===== config.mk =====
export PLATFORM = sky130hd
export DESIGN_NAME = landscape_sweep_ctrl_flat
export DESIGN_NICKNAME = d
export VERILOG_FILES = /design/src/rtl/landscape_sweep_ctrl_pkg.sv /design/src/rtl/landscape_sweep_ctrl_if.sv /design/src/rtl/landscape_sweep_ctrl_addr_max_track.sv /design/src/rtl/landscape_sweep_ctrl.sv /design/src/flat_wrapper.sv
export SDC_FILE = /design/constraint.sdc
export NUM_CORES = 1
export LEC_CHECK = 0
export ABC_AREA = 1
export BUFFER_PORTS_ARGS = -buffer_cell sky130_fd_sc_hd__buf_2
export CORE_MARGIN = 1.5
export CORE_UTILIZATION = 55
export DETAILED_ROUTE_END_ITERATION = 10
export HOLD_SLACK_MARGIN = 0.05
export PLACE_DENSITY = 0.83
export RECOVER_POWER = 25
export SLEW_MARGIN = 25
export SYNTH_ARGS = -nofsm -noshare
export SYNTH_HDL_FRONTEND = slang
export SYNTH_SLANG_ARGS = --single-unit

===== constraint.sdc =====
create_clock -name clk -period 1.8 [get_ports clk]
set_input_delay 0.27 -clock clk [delete_from_list [all_inputs] [get_ports clk]]
set_output_delay 0.27 -clock clk [all_outputs]
set_load 0.02 [all_outputs]

===== src/rtl/landscape_sweep_ctrl_pkg.sv =====
// Shared types and defaults for the landscape sampling run controller.
// Holds the run-state encoding and the default widths used by the top and its tracker.
package landscape_pkg;

    localparam int BIT_ADDR_DEF = 9;
    localparam int CNT_W_DEF    = 16;
    localparam logic [CNT_W_DEF-1:0] CNT_MAX = {CNT_W_DEF{1'b1}};

    typedef enum logic [1:0] {
        ST_IDLE  = 2'd0,
        ST_ACQ   = 2'd1,
        ST_SWEEP = 2'd2,
        ST_DONE  = 2'd3
    } state_e;

endpackage


===== src/rtl/landscape_sweep_ctrl_if.sv =====
// Sweep read-address handshake between the run controller and the landscape readout.
// master drives address/valid/last, slave returns ready.
interface landscape_sweep_ctrl_if #(
    parameter int bit_addr = 9
) ();

    logic [bit_addr-1:0] rd_addr;
    logic                rd_valid;
    logic                rd_ready;
    logic                rd_last;

    modport master (
        output rd_addr,
        output rd_valid,
        output rd_last,
        input  rd_ready
    );

    modport slave (
        input  rd_addr,
        input  rd_valid,
        input  rd_last,
        output rd_ready
    );

endinterface


===== src/rtl/landscape_sweep_ctrl_addr_max_track.sv =====
// Tracks the highest accepted event address and a saturating event count for one run.
// seen distinguishes "no events yet" from "address 0 was hit".
module addr_max_track #(
    parameter int bit_addr = 9,
    parameter int CNT_W    = 16
) (
    input  logic                clk,
    input  logic                clr_n,
    input  logic                clear,
    input  logic                en,
    input  logic [bit_addr-1:0] addr,
    output logic                seen,
    output logic [bit_addr-1:0] addr_fin,
    output logic [CNT_W-1:0]    evt_cnt
);

    localparam logic [CNT_W-1:0] CNT_SAT = {CNT_W{1'b1}};
    localparam logic [CNT_W-1:0] CNT_ONE = {{(CNT_W-1){1'b0}}, 1'b1};

    logic                seen_r;
    logic [bit_addr-1:0] addr_fin_r;
    logic [CNT_W-1:0]    evt_cnt_r;

    // seen flag, running maximum and saturating counter
    always_ff @(posedge clk or negedge clr_n) begin
        if (!clr_n) begin
            seen_r     <= 1'b0;
            addr_fin_r <= {bit_addr{1'b0}};
            evt_cnt_r  <= {CNT_W{1'b0}};
        end else if (clear) begin
            seen_r     <= 1'b0;
            addr_fin_r <= {bit_addr{1'b0}};
            evt_cnt_r  <= {CNT_W{1'b0}};
        end else if (en) begin
            seen_r <= 1'b1;
            if (!seen_r || (addr > addr_fin_r)) begin
                addr_fin_r <= addr;
            end else begin
                addr_fin_r <= addr_fin_r;
            end
            if (evt_cnt_r != CNT_SAT) begin
                evt_cnt_r <= evt_cnt_r + CNT_ONE;
            end else begin
                evt_cnt_r <= evt_cnt_r;
            end
        end else begin
            seen_r     <= seen_r;
            addr_fin_r <= addr_fin_r;
            evt_cnt_r  <= evt_cnt_r;
        end
    end

    assign seen     = seen_r;
    assign addr_fin = addr_fin_r;
    assign evt_cnt  = evt_cnt_r;

endmodule


===== src/rtl/landscape_sweep_ctrl.sv =====
// Landscape sampling run sequencer: acquire address events while the window is open,
// then sweep read addresses 0..addr_fin to the readout, then pulse done.
module landscape_sweep_ctrl
    import landscape_pkg::*;
#(
    parameter int bit_addr = BIT_ADDR_DEF,
    parameter int CNT_W    = CNT_W_DEF
) (
    input  logic                   clk,
    input  logic                   clr_n,
    input  logic                   start,
    input  logic                   abort,
    input  logic                   ae,
    input  logic [bit_addr-1:0]    addr,
    input  logic                   exp_w1_de1,
    landscape_sweep_ctrl_if.master rd,
    output logic                   busy,
    output logic                   done,
    output logic                   empty,
    output logic [bit_addr-1:0]    addr_fin,
    output logic [CNT_W-1:0]       evt_cnt
);

    localparam logic [bit_addr-1:0] ADDR_ZERO = {bit_addr{1'b0}};
    localparam logic [bit_addr-1:0] ADDR_ONE  = {{(bit_addr-1){1'b0}}, 1'b1};

    state_e              state_r;
    state_e              next_state_s;
    logic                exp_q_r;
    logic                close_evt_s;
    logic                run_clear_s;
    logic                evt_acc_s;
    logic                seen_s;
    logic [bit_addr-1:0] addr_fin_s;
    logic                xfer_s;
    logic                last_s;

    logic [bit_addr-1:0] rd_addr_r;
    logic [bit_addr-1:0] rd_addr_nx_s;
    logic                rd_valid_r;
    logic                rd_valid_nx_s;
    logic                empty_r;
    logic                empty_nx_s;
    logic                busy_r;
    logic                busy_nx_s;
    logic                done_r;
    logic                done_nx_s;

    // window-close edge detect; a window already closed at ACQ entry needs a fresh rise
    always_ff @(posedge clk or negedge clr_n) begin
        if (!clr_n) begin
            exp_q_r <= 1'b0;
        end else begin
            exp_q_r <= exp_w1_de1;
        end
    end

    assign close_evt_s = exp_w1_de1 & ~exp_q_r;
    assign run_clear_s = (state_r == ST_IDLE) & start & ~abort;
    assign evt_acc_s   = (state_r == ST_ACQ) & ae & ~exp_w1_de1 & ~abort;
    assign xfer_s      = rd_valid_r & rd.rd_ready;
    assign last_s      = rd_valid_r & (rd_addr_r == addr_fin_s);

    addr_max_track #(
        .bit_addr (bit_addr),
        .CNT_W    (CNT_W)
    ) u_track (
        .clk      (clk),
        .clr_n    (clr_n),
        .clear    (run_clear_s),
        .en       (evt_acc_s),
        .addr     (addr),
        .seen     (seen_s),
        .addr_fin (addr_fin_s),
        .evt_cnt  (evt_cnt)
    );

    // state register
    always_ff @(posedge clk or negedge clr_n) begin
        if (!clr_n) begin
            state_r <= ST_IDLE;
        end else begin
            state_r <= next_state_s;
        end
    end

    // next-state decode; abort overrides every transition
    always_comb begin
        next_state_s = state_r;
        if (abort) begin
            next_state_s = ST_IDLE;
        end else begin
            case (state_r)
                ST_IDLE: begin
                    if (start) begin
                        next_state_s = ST_ACQ;
                    end else begin
                        next_state_s = ST_IDLE;
                    end
                end
                ST_ACQ: begin
                    if (close_evt_s) begin
                        if (seen_s) begin
                            next_state_s = ST_SWEEP;
                        end else begin
                            next_state_s = ST_DONE;
                        end
                    end else begin
                        next_state_s = ST_ACQ;
                    end
                end
                ST_SWEEP: begin
                    if (xfer_s && last_s) begin
                        next_state_s = ST_DONE;
                    end else begin
                        next_state_s = ST_SWEEP;
                    end
                end
                ST_DONE: begin
                    next_state_s = ST_IDLE;
                end
                default: begin
                    next_state_s = ST_IDLE;
                end
            endcase
        end
    end

    // next values of the registered outputs
    always_comb begin
        rd_addr_nx_s  = rd_addr_r;
        rd_valid_nx_s = rd_valid_r;
        empty_nx_s    = empty_r;
        busy_nx_s     = (next_state_s != ST_IDLE);
        done_nx_s     = (next_state_s == ST_DONE);
        if (abort) begin
            rd_valid_nx_s = 1'b0;
        end else begin
            case (state_r)
                ST_IDLE: begin
                    if (start) begin
                        empty_nx_s = 1'b0;
                    end else begin
                        empty_nx_s = empty_r;
                    end
                end
                ST_ACQ: begin
                    if (close_evt_s && seen_s) begin
                        rd_addr_nx_s  = ADDR_ZERO;
                        rd_valid_nx_s = 1'b1;
                    end else if (close_evt_s) begin
                        empty_nx_s = 1'b1;
                    end else begin
                        rd_valid_nx_s = 1'b0;
                    end
                end
                ST_SWEEP: begin
                    // addr_fin never exceeds the address range, so last always fires before wrap
                    if (xfer_s && last_s) begin
                        rd_valid_nx_s = 1'b0;
                    end else if (xfer_s) begin
                        rd_addr_nx_s = rd_addr_r + ADDR_ONE;
                    end else begin
                        rd_addr_nx_s = rd_addr_r;
                    end
                end
                ST_DONE: begin
                    rd_valid_nx_s = 1'b0;
                end
                default: begin
                    rd_valid_nx_s = 1'b0;
                end
            endcase
        end
    end

    // output registers
    always_ff @(posedge clk or negedge clr_n) begin
        if (!clr_n) begin
            rd_addr_r  <= ADDR_ZERO;
            rd_valid_r <= 1'b0;
            empty_r    <= 1'b0;
            busy_r     <= 1'b0;
            done_r     <= 1'b0;
        end else begin
            rd_addr_r  <= rd_addr_nx_s;
            rd_valid_r <= rd_valid_nx_s;
            empty_r    <= empty_nx_s;
            busy_r     <= busy_nx_s;
            done_r     <= done_nx_s;
        end
    end

    assign rd.rd_addr  = rd_addr_r;
    assign rd.rd_valid = rd_valid_r;
    assign rd.rd_last  = last_s;
    assign busy        = busy_r;
    assign done        = done_r;
    assign empty       = empty_r;
    assign addr_fin    = addr_fin_s;

endmodule

===== src/flat_wrapper.sv =====
// flat-port wrapper written by rule: the top's interface ports become plain ports
module landscape_sweep_ctrl_flat import landscape_pkg::*;
#(
    parameter int bit_addr = BIT_ADDR_DEF,
    parameter int CNT_W    = CNT_W_DEF
)
  (clk, clr_n, start, abort, ae, addr, exp_w1_de1, busy, done, empty, addr_fin, evt_cnt, rd_rd_addr, rd_rd_valid, rd_rd_last, rd_rd_ready);
  landscape_sweep_ctrl_if #(.bit_addr(bit_addr)) rd_i ();
  input  logic clk;
  input  logic clr_n;
  input  logic start;
  input  logic abort;
  input  logic ae;
  input  logic [bit_addr-1:0] addr;
  input  logic exp_w1_de1;
  output logic busy;
  output logic done;
  output logic empty;
  output logic [bit_addr-1:0] addr_fin;
  output logic [CNT_W-1:0] evt_cnt;
  output wire logic [$bits(rd_i.rd_addr)-1:0] rd_rd_addr;
  output wire logic [$bits(rd_i.rd_valid)-1:0] rd_rd_valid;
  output wire logic [$bits(rd_i.rd_last)-1:0] rd_rd_last;
  input wire logic [$bits(rd_i.rd_ready)-1:0] rd_rd_ready;
  assign rd_rd_addr = rd_i.rd_addr;
  assign rd_rd_valid = rd_i.rd_valid;
  assign rd_rd_last = rd_i.rd_last;
  assign rd_i.rd_ready = rd_rd_ready;
  landscape_sweep_ctrl #(.bit_addr(bit_addr), .CNT_W(CNT_W)) u_core (.clk(clk), .clr_n(clr_n), .start(start), .abort(abort), .ae(ae), .addr(addr), .exp_w1_de1(exp_w1_de1), .rd(rd_i), .busy(busy), .done(done), .empty(empty), .addr_fin(addr_fin), .evt_cnt(evt_cnt));
endmodule

==> impl_metrics.py, run 1 <==
metrics = {
    "place": {
        "hpwlAfterDp_mm": 5.235,
        "postPlaceCellArea_sq_mm": 0.003244,
        "port-buffer-count": 54,
        "place.gp.congestion": 0.8993,
    },
    "cts": {
        "cts_made_buffers": 5,
        "clock_latency_ns": 0.31,
        "cts_max_path_buffers": 2,
        "cts-htree-levels": 2,
        "clk_transition_reported_paths_ns": 0.08,
        "clock-sinks": 42,
        "tritoncts": "yes",
        "clockRootBuffer": "sky130_fd_sc_hd__clkbuf_8",
    },
    "floorplan": {
        "core_area_sq_mm": 0.004786,
        "die_area_sq_mm": 0.005448,
        "floorplan.die.height_microns": 73.81,
        "initial_util_pct": 57.62,
        "num_rows": 25,
        "pin_count": 55,
        "dieWidth_microns": 73.81,
    },
    "yosys": {
        "postSynthCellCount": 369,
        "synth.lib_cells_used.distinct": 36,
        "mappedNetlistNets": 396,
        "post_synth.cell_area_avg_sq_um": 7.473,
        "ys_seq_elements": 42,
        "synth-seq-area-share_pct": 38.11,
        "synth_area_sq_mm": 0.002758,
        "yosys_warnings": 0,
    },
    "detailed_routing": {
        "dr.pass1.iters": 5,
        "post_drt_wl_per_cell_microns": 15.95,
        "initialDrtViolationCount": 410,
        "ant_nets": 0,
        "routed_wl_mm": 8.598,
        "via_count": 3038,
        "post_route_drc_violation_count": 0,
        "route.detailed.vias_per_inst": 5.636,
    },
    "power": {
        "power_density_mw_per_mm2": 787.7,
        "p_leak_nw": 1.900,
        "max-vdd-ir-drop_v": 0.0004196,
    },
    "grt": {
        "pin_count_of_the_biggest_net_entering_global_routing": 21,
        "grt_antenna_before_repair": 0,
        "grt_overflow_total": 0,
        "grt_pass1_vias": 2637,
        "grtUsageTotal_pct": 27.03,
        "wire_length_of_the_first_global_routing_pass_mm": 11.36,
    },
    "critical_path": {
        "path_class": "flop to primary output",
        "number_of_stages_on_the_worst_setup_path": 4,
        "worst-r2r-cell-count": 13,
        "timing.critical_path.cells": "xnor2_2 -> nand2_1 -> nor4_2 -> buf_4",
        "reg2reg_slack_ns": -0.01,
        "critical_path.startpoint_type": "flop",
        "arrival_ns": 1.58,
        "critical-path-max-stage-delay_ns": 0.46,
        "cp_buf_inv_count": 1,
        "wp_data_required_ns": 1.53,
        "worst_setup_path_end_kind": "primary output",
        "worstPathMaxFanout": 6,
        "critical_path.top_delay_family": "flip-flops",
        "crit_slowest_cell": "sky130_fd_sc_hd__dfrtp_2",
    },
    "hold_path": {
        "hold_path.class": "input pin to flop",
        "depth_of_the_worst_hold_timing_path": 1,
    },
    "cells_and_area": {
        "finish.instance_area_sq_mm": 0.003727,
        "finish.net_count": 499,
        "final_core_utilization_pct": 77.88,
        "mostFrequentLayoutCell": "sky130_fd_sc_hd__nand2_1",
        "num_antenna_cells": 0,
        "final_cell_mix": "sky130_fd_sc_hd__nand2_1, sky130_fd_sc_hd__buf_2, sky130_fd_sc_hd__inv_1, sky130_fd_sc_hd__nor2_1, sky130_fd_sc_hd__buf_4",
        "area_growth_from_synthesis_to_layout_pct": 35.16,
        "post_route_cells_drive_above_1_share_pct": 35.17,
    },
    "sta": {
        "finalWorstSetupSlack_ns": -0.04740,
        "grt_setup_unrepaired": "true",
        "max_freq_ghz": 0.5413,
        "finalHoldViolCount": 0,
        "finish_stage_setup_viols": 2,
        "tightest_slew_ns": 1.164,
        "timing.final.max_slew_violations": 0,
        "slew-limit-headroom_pct": 22.41,
        "fin_hold_ws_ns": 0.08538,
        "clock-skew-final_ns": 0.008759,
        "finalCriticalPeriod_ns": 1.847,
        "min_period_over_period_pct": 102.6,
        "fin_tns_setup_ns": -0.05881,
    },
    "status": {
        "run_status": "finished with violations",
        "violations_in_the_final_reports": "negative setup slack",
    },
    "job": {
        "max_capacitance_violation_count": 0,
    },
}
what timing repair did:
| item | CTS | global route |
|---|---|---|
| endpoints found under the setup margin | 1 | 14 |
| hold buffers | 1 | 0 |
| pin swaps | 7 | 21 |
| cloned | 0 | 1 |
| gates resized for setup | 8 | 41 |
| hold endpoints to repair | 18 | 0 |
| setup buffers | 5 | 19 |
cell usage after synthesis (all sizes together):
master,count,area [sq um]
a41oi,1,8.760
o211ai,1,7.510
clkbuf,1,3.750
and2,1,6.260
nand4,7,65.06
o21a,1,7.510
ha,11,137.6
or2,1,6.260
a211oi,1,20.02
dfrtp,42,1051
a21oi,11,55.05
nor2,45,198.9
nor3,14,80.08
inv,47,176.4
xor2,3,26.28
nor3b,3,22.52
nand3b,4,30.03
nor4,1,6.260
o21ai,16,91.34
buf,2,26.27
xnor2,5,43.79
nand2,115,484.2
nand3,34,182.7
o31ai,2,20.02
cell type report:
type | count | area, sq um
multi-input cells | 278 | 1654
flip-flops and latches | 42 | 1061
fillers | 330 | 1059
repair buffers | 98 | 636.9
inverters | 47 | 178.9
well taps | 67 | 83.83
clock buffers | 6 | 82.58
clock inverters | 1 | 30.03
registers in the layout, summed over array words and instances (netlist names):
signal                   flops
u_core.state_r               2
u_core.empty                 1
u_core.rd.rd_addr            9
u_core.u_track.evt_cnt      16
u_core.u_track.addr_fin      9
u_core.rd.rd_valid           1
u_core.u_track.seen          1
u_core.done                  1
u_core.busy                  1
u_core.exp_q_r               1
report_power, final:
part	switching, mW	internal, mW	total (mW)
Sequential	0.0921	1.03	1.12
Combinational	0.599	0.428	1.03
Clock	0.343	0.444	0.787
layer usage:
layer	global-route usage, %	share of wire, %	up-vias
met4	12.35	3.2	0
met2	47.35	52	186
li1	-	-	1402
met5	0	0	-
met3	3.978	7.8	38
met1	32.50	37	1412
per-stage QoR:
stage | setup slack (ns) | total power [mW] | instances
6_report | -0.04740 | 2.936 | 539
3_5_place_dp | 0.05617 | 1.907 | 507
5_1_grt | -0.09767 | 3.064 | 539
2_1_floorplan | 0.01224 | 1.590 | 369
3_3_place_gp | 0.06926 | 1.877 | 507
4_1_cts | -0.03350 | 2.712 | 520
logic make-up after synthesis:
logic type,after synthesis,share of synthesized area [%]
buffers and inverters,50,7.486
AOI/OAI and AO/OA,33,7.623
and+or+nand+nor,225,39.25
DFF,42,38.11
adders and majority gates,11,4.991
xor gates and xnor gates,8,2.541
worst paths after layout:
kind / start / endpoint
min in group asynchronous: clr_n / u_core.exp_q_r
max in group asynchronous: clr_n / u_core.rd.rd_addr[4]
hold reg to reg: u_core.empty / u_core.empty
setup reg to reg: u_core.u_track.addr_fin[4] / u_core.u_track.addr_fin[5]
hold / removal: exp_w1_de1 / u_core.exp_q_r
setup / recovery: u_core.rd.rd_addr[0] / rd_rd_last
(Power assumes the default switching activity.)
==> run 2, diff against run 1 <==
CELL_PAD_IN_SITES_DETAIL_PLACEMENT = 1   (was not set)
CELL_PAD_IN_SITES_GLOBAL_PLACEMENT = 2   (was not set)
CORE_UTILIZATION = 31   (was 55)
GPL_ROUTABILITY_DRIVEN = 0   (was not set)
==> impl_metrics.py, run 2 (synthesis results as in run 1) <==
metrics = {
    "critical_path": {
        "critical_path.top_delay_family": "flip-flops",
        "worst_setup_path_end_kind": "primary output",
        "critical-path-max-stage-delay_ns": 0.41,
        "path_class": "flop to primary output",
        "timing.critical_path.cells": "buf_4 -> xnor2_2 -> nand2_2 -> nor4_2 -> buf_4",
        "crit_slowest_cell": "sky130_fd_sc_hd__dfrtp_1",
        "worstPathMaxFanout": 3,
        "cp_buf_inv_count": 2,
        "regToRegStartpoint": "u_core.u_track.addr_fin[6]",
        "crit_start": "u_core.u_track.addr_fin[7]",
        "arrival_ns": 1.61,
        "cp_common_cell": "sky130_fd_sc_hd__buf_4",
        "critical_path.startpoint_type": "flop",
        "reg2reg_slack_ns": 0,
        "wp_data_required_ns": 1.53,
    },
    "place": {
        "hpwlAfterDp_mm": 6.428,
        "port-buffer-count": 54,
    },
    "floorplan": {
        "core_area_sq_mm": 0.008678,
        "die_area_sq_mm": 0.009470,
        "initial_util_pct": 31.78,
        "num_rows": 34,
        "floorplan.die.height_microns": 97.32,
        "pin_count": 55,
        "dieWidth_microns": 97.32,
    },
    "cts": {
        "cts-htree-levels": 2,
        "tritoncts": "yes",
        "cts_made_buffers": 5,
        "clockRootBuffer": "sky130_fd_sc_hd__clkbuf_8",
        "clk_transition_reported_paths_ns": 0.10,
        "cts_max_path_buffers": 2,
        "clock-sinks": 42,
        "clock_latency_ns": 0.30,
    },
    "cells_and_area": {
        "post_route_cells_drive_above_1_share_pct": 34.66,
        "final_cell_mix": "sky130_fd_sc_hd__nand2_1, sky130_fd_sc_hd__buf_2, sky130_fd_sc_hd__inv_1",
        "mostFrequentLayoutCell": "sky130_fd_sc_hd__nand2_1",
        "num_antenna_cells": 0,
        "number_of_flip_flops_under_the_largest_register_name": 16,
        "finish.net_count": 502,
        "area_growth_from_synthesis_to_layout_pct": 38.66,
    },
    "sta": {
        "slew-limit-headroom_pct": 53.37,
        "finish_stage_setup_viols": 2,
        "min_period_over_period_pct": 104.6,
        "grt_setup_unrepaired": "true",
        "fin_tns_setup_ns": -0.08666,
        "clock-skew-final_ns": 0.007839,
        "fin_hold_ws_ns": 0.08578,
        "finalHoldViolCount": 0,
        "tightest_slew_ns": 0.6995,
        "max_freq_ghz": 0.5310,
        "finalCriticalPeriod_ns": 1.883,
        "finalWorstSetupSlack_ns": -0.08323,
        "timing.final.max_slew_violations": 0,
    },
    "detailed_routing": {
        "via_count": 2839,
        "dr.pass1.iters": 4,
        "routed_wl_mm": 8.883,
        "ant_nets": 0,
        "initialDrtViolationCount": 104,
        "post_route_drc_violation_count": 0,
        "route.detailed.vias_per_inst": 4.861,
        "post_drt_wl_per_cell_microns": 15.21,
    },
    "grt": {
        "grt_overflow_total": 0,
        "wire_length_of_the_first_global_routing_pass_mm": 14.27,
        "pin_count_of_the_biggest_net_entering_global_routing": 26,
        "grt_pass1_vias": 2853,
        "grt_antenna_before_repair": 0,
        "grtUsageTotal_pct": 18.56,
    },
    "power": {
        "power_density_mw_per_mm2": 801.2,
        "finalPower_mw": 3.064,
        "max-vdd-ir-drop_v": 0.0003379,
        "p_leak_nw": 1.953,
    },
    "job": {
        "max_capacitance_violation_count": 0,
    },
    "hold_path": {
        "timing.hold.worst.start": "exp_w1_de1",
        "hold_path.class": "input pin to flop",
    },
    "status": {
        "run_status": "finished with violations",
        "violations_in_the_final_reports": "negative setup slack",
    },
}
run 2: through the flow:
step | instance area (sq um) | utilization (%) | setup WS [ns] | instances
after floorplan | 2758 | - | 0.01224 | 369
after global placement | 3333 | 38.41 | 0.06106 | 553
after detailed placement | 3333 | 38.41 | -0.03963 | 553
after CTS | 3636 | 41.90 | -0.07063 | 573
after global routing | 3824 | 44.06 | -0.1553 | 584
final | 3824 | 44.06 | -0.08323 | 584
run 2: layout make-up:
type / count / area [sq um]
multi-input cells: 280 / 1675
clock buffers: 5 / 68.82
repair buffers: 99 / 639.4
clock inverters: 3 / 68.82
well taps: 108 / 135.1
inverters: 47 / 178.9
fillers: 1113 / 4855
flip-flops and latches: 42 / 1057
run 2: path summary, 6_finish.rpt:
check | endpoint | cells past startpoint
min in group asynchronous | u_core.busy | 2
worst max-delay path | rd_rd_last | 5
max in group asynchronous | u_core.rd.rd_addr[8] | 3
worst min register to register | u_core.u_track.addr_fin[1] | 2
worst min-delay path | u_core.exp_q_r | 1
worst max register to register | u_core.rd.rd_addr[7] | 13
run 2: metal layers:
layer	GRT usage, %	routed length [microns]	vias up
li1	-	-	1399
met1	24.05	4017	1388
met2	32.44	4525	42
met3	3.597	256	10
met4	3.407	82	0
met5	0	0	-
run 2: what timing repair did:
action | CTS | global route
hold endpoints to repair | 23 | 0
resized for setup | 18 | 22
endpoints found under the setup margin | 10 | 33
pin swaps | 6 | 14
setup buffers | 10 | 9
hold buffers | 1 | 0
gates cloned | 1 | 2
run 2: worst reg2reg max path: cells and delay by family, from the launching register on:
family	cells	cell delay, ns
buf+inv	2	0.26
flops	1	0.42
simple gates	11	1.07
run 2: where the power goes:
| group | switching, mW | internal (mW) |
|---|---|---|
| registers | 0.0770 | 1.03 |
| logic | 0.606 | 0.410 |
| clock network | 0.385 | 0.557 |
| total | 1.07 | 2.00 |
